`src/rtl/vga_sync_decode.sv`:
```
// Recovers column/row position and timing lock from VGA-style active-high syncs.
// Optional error counter on o_err_count is built when VGA_SYNC_DECODE_ERRCNT_EN is defined.
module vga_sync_decode #(
    parameter int TOTAL_COLS  = 800,
    parameter int TOTAL_ROWS  = 525,
    parameter int ACTIVE_COLS = 640,
    parameter int ACTIVE_ROWS = 480,
    parameter int LOCK_FRAMES = 2
) (
    input  logic       i_clk,
    input  logic       i_rst,
    input  logic       i_hsync,
    input  logic       i_vsync,
    output logic [9:0] o_col_count,
    output logic [9:0] o_row_count,
    output logic       o_frame_start,
    output logic       o_active,
    output logic       o_locked,
    output logic [7:0] o_err_count
);

    localparam logic [9:0] COL_LAST   = 10'(TOTAL_COLS - 1);
    localparam logic [9:0] ROW_LAST   = 10'(TOTAL_ROWS - 1);
    localparam logic [9:0] COL_ACTIVE = 10'(ACTIVE_COLS);
    localparam logic [9:0] ROW_ACTIVE = 10'(ACTIVE_ROWS);
    localparam int         CW         = $clog2(LOCK_FRAMES + 1);
    localparam logic [CW-1:0] LOCK_TARGET = CW'(LOCK_FRAMES);

    typedef enum logic [1:0] {
        ST_UNLOCKED,
        ST_ACQUIRE,
        ST_LOCKED
    } state_t;

    state_t        state_q, state_d;
    logic [CW-1:0] good_cnt_q, good_cnt_d;
    logic [9:0]    col_q, col_d;
    logic [9:0]    row_q, row_d;
    logic          hs_q, hs_d;
    logic          vs_q, vs_d;
    logic          h_seen_q, h_seen_d;
    logic          v_seen_q, v_seen_d;
    logic          bad_q, bad_d;
    logic          frame_start_q, frame_start_d;
    logic          locked_q, locked_d;

    logic hs_edge, vs_edge, col_wrap, line_inc, frame_sync, row_wrap;
    logic line_err, frame_err, any_err, good_frame;

    always_comb begin
        hs_edge    = i_hsync & ~hs_q;
        vs_edge    = i_vsync & ~vs_q;
        col_wrap   = !hs_edge && (col_q == COL_LAST);
        line_inc   = hs_edge || col_wrap;
        frame_sync = hs_edge && vs_edge;
        row_wrap   = line_inc && !vs_edge && (row_q == ROW_LAST);

        line_err   = h_seen_q && ((hs_edge && (col_q != COL_LAST)) || col_wrap);
        frame_err  = v_seen_q && ((vs_edge && (!hs_edge || (row_q != ROW_LAST))) || row_wrap);
        any_err    = line_err || frame_err;
        // bad_q remembers any error since the last vsync edge
        good_frame = vs_edge && v_seen_q && !bad_q && !any_err;

        hs_d          = i_hsync;
        vs_d          = i_vsync;
        h_seen_d      = h_seen_q | hs_edge;
        v_seen_d      = v_seen_q | vs_edge;
        bad_d         = vs_edge ? 1'b0 : (bad_q | any_err);
        frame_start_d = frame_sync;

        if (hs_edge || col_wrap) begin
            col_d = 10'd0;
        end else begin
            col_d = col_q + 10'd1;
        end

        row_d = row_q;
        if (frame_sync) begin
            row_d = 10'd0;
        end else if (line_inc) begin
            row_d = (row_q == ROW_LAST) ? 10'd0 : row_q + 10'd1;
        end

        state_d    = state_q;
        good_cnt_d = good_cnt_q;
        case (state_q)
            ST_UNLOCKED: begin
                if (vs_edge) begin
                    state_d    = ST_ACQUIRE;
                    good_cnt_d = '0;
                end
            end
            ST_ACQUIRE: begin
                if (any_err) begin
                    state_d    = ST_UNLOCKED;
                    good_cnt_d = '0;
                end else if (good_frame) begin
                    if ((good_cnt_q + CW'(1)) == LOCK_TARGET) begin
                        state_d    = ST_LOCKED;
                        good_cnt_d = '0;
                    end else begin
                        good_cnt_d = good_cnt_q + CW'(1);
                    end
                end
            end
            ST_LOCKED: begin
                if (any_err) begin
                    state_d    = ST_UNLOCKED;
                    good_cnt_d = '0;
                end
            end
            default: begin
                state_d    = ST_UNLOCKED;
                good_cnt_d = '0;
            end
        endcase
        locked_d = (state_d == ST_LOCKED);
    end

    always_ff @(posedge i_clk or posedge i_rst) begin
        if (i_rst) begin
            state_q       <= ST_UNLOCKED;
            good_cnt_q    <= '0;
            col_q         <= '0;
            row_q         <= '0;
            hs_q          <= 1'b0;
            vs_q          <= 1'b0;
            h_seen_q      <= 1'b0;
            v_seen_q      <= 1'b0;
            bad_q         <= 1'b0;
            frame_start_q <= 1'b0;
            locked_q      <= 1'b0;
        end else begin
            state_q       <= state_d;
            good_cnt_q    <= good_cnt_d;
            col_q         <= col_d;
            row_q         <= row_d;
            hs_q          <= hs_d;
            vs_q          <= vs_d;
            h_seen_q      <= h_seen_d;
            v_seen_q      <= v_seen_d;
            bad_q         <= bad_d;
            frame_start_q <= frame_start_d;
            locked_q      <= locked_d;
        end
    end

`ifdef VGA_SYNC_DECODE_ERRCNT_EN
    logic [7:0] err_cnt_q, err_cnt_d;

    // Saturating count of clocks that flagged a line and/or frame error
    always_comb begin
        err_cnt_d = err_cnt_q;
        if (any_err && (err_cnt_q != 8'hFF)) begin
            err_cnt_d = err_cnt_q + 8'd1;
        end
    end

    always_ff @(posedge i_clk or posedge i_rst) begin
        if (i_rst) begin
            err_cnt_q <= '0;
        end else begin
            err_cnt_q <= err_cnt_d;
        end
    end

    assign o_err_count = err_cnt_q;
`else
    assign o_err_count = 8'd0;
`endif

    assign o_col_count   = col_q;
    assign o_row_count   = row_q;
    assign o_frame_start = frame_start_q;
    assign o_locked      = locked_q;
    assign o_active      = locked_q && (col_q < COL_ACTIVE) && (row_q < ROW_ACTIVE);

endmodule

```
`config.mk`:
```
export PLATFORM = sky130hd
export DESIGN_NAME = vga_sync_decode
export DESIGN_NICKNAME = d
export VERILOG_FILES = /design/src/rtl/vga_sync_decode.sv
export SDC_FILE = /design/constraint.sdc
export NUM_CORES = 1
export LEC_CHECK = 0
export CORE_ASPECT_RATIO = 0.5
export CORE_MARGIN = 3
export CORE_UTILIZATION = 35
export CTS_CLUSTER_SIZE = 30
export DETAILED_ROUTE_END_ITERATION = 8
export SYNTH_ARGS = -nofsm -noshare
export SYNTH_HDL_FRONTEND = slang
export SYNTH_SLANG_ARGS = --single-unit
```
`constraint.sdc`:
```
create_clock -name i_clk -period 5.8 [get_ports i_clk]
set_input_delay 1.16 -clock i_clk [delete_from_list [all_inputs] [get_ports i_clk]]
set_output_delay 1.16 -clock i_clk [all_outputs]
set_load 0.05 [all_outputs]
```
==> qor.csv <==
metric;value;unit
grt_use_met3;0.0388;
core;0.00412;mm2
rsz0062_at_grt;no;
via_per_inst;4.99;
cts-resized-gates;0;
seqCellArea;776;um2
hold_viol;0;
worst_hold_path_type;reg -> reg;
yosysWarnings;0;
drive_gt1_frac;0.0829;
track_usage;0.131;
netlist_top_cells_count;31 x dfrtp_1, 17 x nor2_1, 10 x a21oi_1;
drv_cap;0;
cp_max_fo;16;
final_core_util;0.482;
p_switching;0.233;mW
power.density;324;mW/mm2
diodes;0;
p_sw_frac;0.361;
cts.sinks;31;
n_fill_cell;396;
cp.arrival;3.50;ns
cp-start-kind;primary input;
power_frac_seq;0.422;
run_status;completed;
end_kind;register;
syn_area;0.00159;mm2
first_iter_violations;55;
row_count;16;
ant_nets;0;
slew_headroom;0.626;
finalCritPeriodShare;0.568;
cts_tree;built;
grtUsageMet2;0.219;
numCtsBuffers;5;
r2r_slack;3.15;ns
p_leak;0.885;nW
peakVddDrop;0.127;mV
tns;0;ns
drc_errors;0;
p_comb_frac;0.293;
clk_latency;0.27;ns
htreeDepth;2;
clk_pin_slew;0.06;ns
crit_required;6.00;ns
detail_route.wirelength;3.28;mm
fp.dieH;53.6;um
yosys.cell_count.top_type;dfrtp_1;
synth_top_cell_by_area;dfrtp_1;
yosys.area.top_type_share;0.488;
antenna_found_initial;0;
cts_hold_buf;0;
tightestPinTransition;0.560;ns
grt_start_max_net_pins;32;
max_freq;0.303;GHz
clk_path_buf_depth;2;
final_nets;200;
path_class;in -> reg;
seq_area_frac_synth;0.488;
top_usage_layer;met2;
start_util;0.385;
vias;1233;
synth_cells;160;
io_pins;35;
grt_pass1_wl;5.51;mm
drv_slew;0;
synth_area_leaders;dfrtp_1 49%, nor2_1 4.0%, xnor2_1 3.9%;
ys.flop_type;dfrtp_1;
firstDrtPassIters;4;
clkPwrFrac;0.285;
async_flop_share;1.00;
cts_root_buf;clkbuf_8;
gp_congestion;0.834;
period_needed;3.30;ns
avgSynthCellArea;9.93;um2
cts_setup_buffers;0;
synth-edff-count;0;
grt-ovfl-total;0;
p_int;0.412;mW
syn_to_final_growth;25.2;%
die-area;0.00543;mm2
finalSetupViolations;0;
use_met1;0.170;
wl_per_cell;13.3;um
finClkSkew;0.00402;ns
ys_ff_latch;31;
port_buffers;26;
grt_pass1_vias;1181;
dp_hpwl;2.43;mm
yosysUniqueCellTypes;39;
multi_input_area;744;um2
fp.dieW;101;um
==> per-layer routing <==
metal  up-vias  wire (um)
li1        615          -
met5         -          0
met2        28       1540
met1       590       1590
met3         0        144
met4         0          0
==> power by group through the flow <==
stage	combinational [mW]	clock (mW)	sequential (mW)
after global placement	0.190	0	0.276
final	0.189	0.184	0.273
after CTS	0.191	0.189	0.273
after floorplan	0.0674	0	0.340
after global routing	0.201	0.198	0.279
after detailed placement	0.191	0	0.277
==> layout make-up <==
cell class	instances	area share
well taps	54	0.0340
inverters	7	0.0132
multi-input cells	119	0.374
flip-flops and latches	31	0.390
clock buffers	8	0.0503
repair buffers	28	0.138
==> registers in the layout, indices dropped and copies added, names as in the netlist <==
name / cells
o_col_count: 10
o_row_count: 10
good_cnt_q: 2
state_q: 2
bad_q: 1
h_seen_q: 1
hs_q: 1
o_frame_start: 1
o_locked: 1
v_seen_q: 1
vs_q: 1
==> worst paths after layout <==
| path | from | to | cells past startpoint |
|---|---|---|---|
| hold / removal | h_seen_q$_DFF_PP0_ | h_seen_q$_DFF_PP0_ | 1 |
| setup reg to reg | o_col_count[0]$_DFF_PP0_ | o_row_count[5]$_DFFE_PP0P_ | 9 |
| hold reg to reg | h_seen_q$_DFF_PP0_ | h_seen_q$_DFF_PP0_ | 1 |
| min in group asynchronous | i_rst | o_row_count[0]$_DFFE_PP0P_ | 3 |
| setup / recovery | i_hsync | o_row_count[5]$_DFFE_PP0P_ | 7 |
| max in group asynchronous | i_rst | o_col_count[3]$_DFF_PP0_ | 3 |
==> per-stage QoR <==
stage          cells  instance area (um2)  hold WS, ns  power, mW  worst slack (ns)
4_1_cts          247                 1990        0.474      0.653              2.51
3_5_place_dp     239                 1890        0.458      0.468              2.23
3_3_place_gp     239                 1890        0.466      0.466              2.35
6_report         247                 1990        0.471      0.645              2.50
5_1_grt          247                 1990        0.502      0.678              2.35
2_1_floorplan    167                 1620        0.436      0.408              3.18
==> logic make-up (layout without fill, tap and decap cells) <==
family / Yosys count / in the layout / synth area share
AO/OA/AOI/OAI: 24 / 24 / 0.0976
adder cells (fa/ha/maj): 4 / 4 / 0.0315
other: 1 / 8 / 0.00236
AND/OR/NAND/NOR: 72 / 72 / 0.260
buffers and inverters: 17 / 43 / 0.0598
XOR/XNOR: 11 / 11 / 0.0606
flip-flops: 31 / 31 / 0.488
==> cell usage in the layout (no fill, tap or decap), drive strengths merged, types with 2 or more instances in the layout <==
cell type      instances
nor2b                  3
xnor2                  7
or2b                   2
xor2                   4
clkdlybuf4s50         26
a21oi                 10
nand2b                 2
inv                    7
and3                   4
o21ai                  7
or3                    7
conb                   8
nand3                  8
o211ai                 2
nand2                  7
clkbuf                 8
ha                     4
nor3                   4
nand4                  7
nor4bb                 3
buf                    2
dfrtp                 31
nor2                  17
==> critical path, stage by stage <==
cell and delay, ns:
clkdlybuf4s50_1 0.48, or2b_2 0.35, ha_1 0.27, inv_1 0.40
o21ai_0 0.28, or3_1 0.40, a21oi_1 0.15
Note: power is estimated with default switching activity, not from simulation.
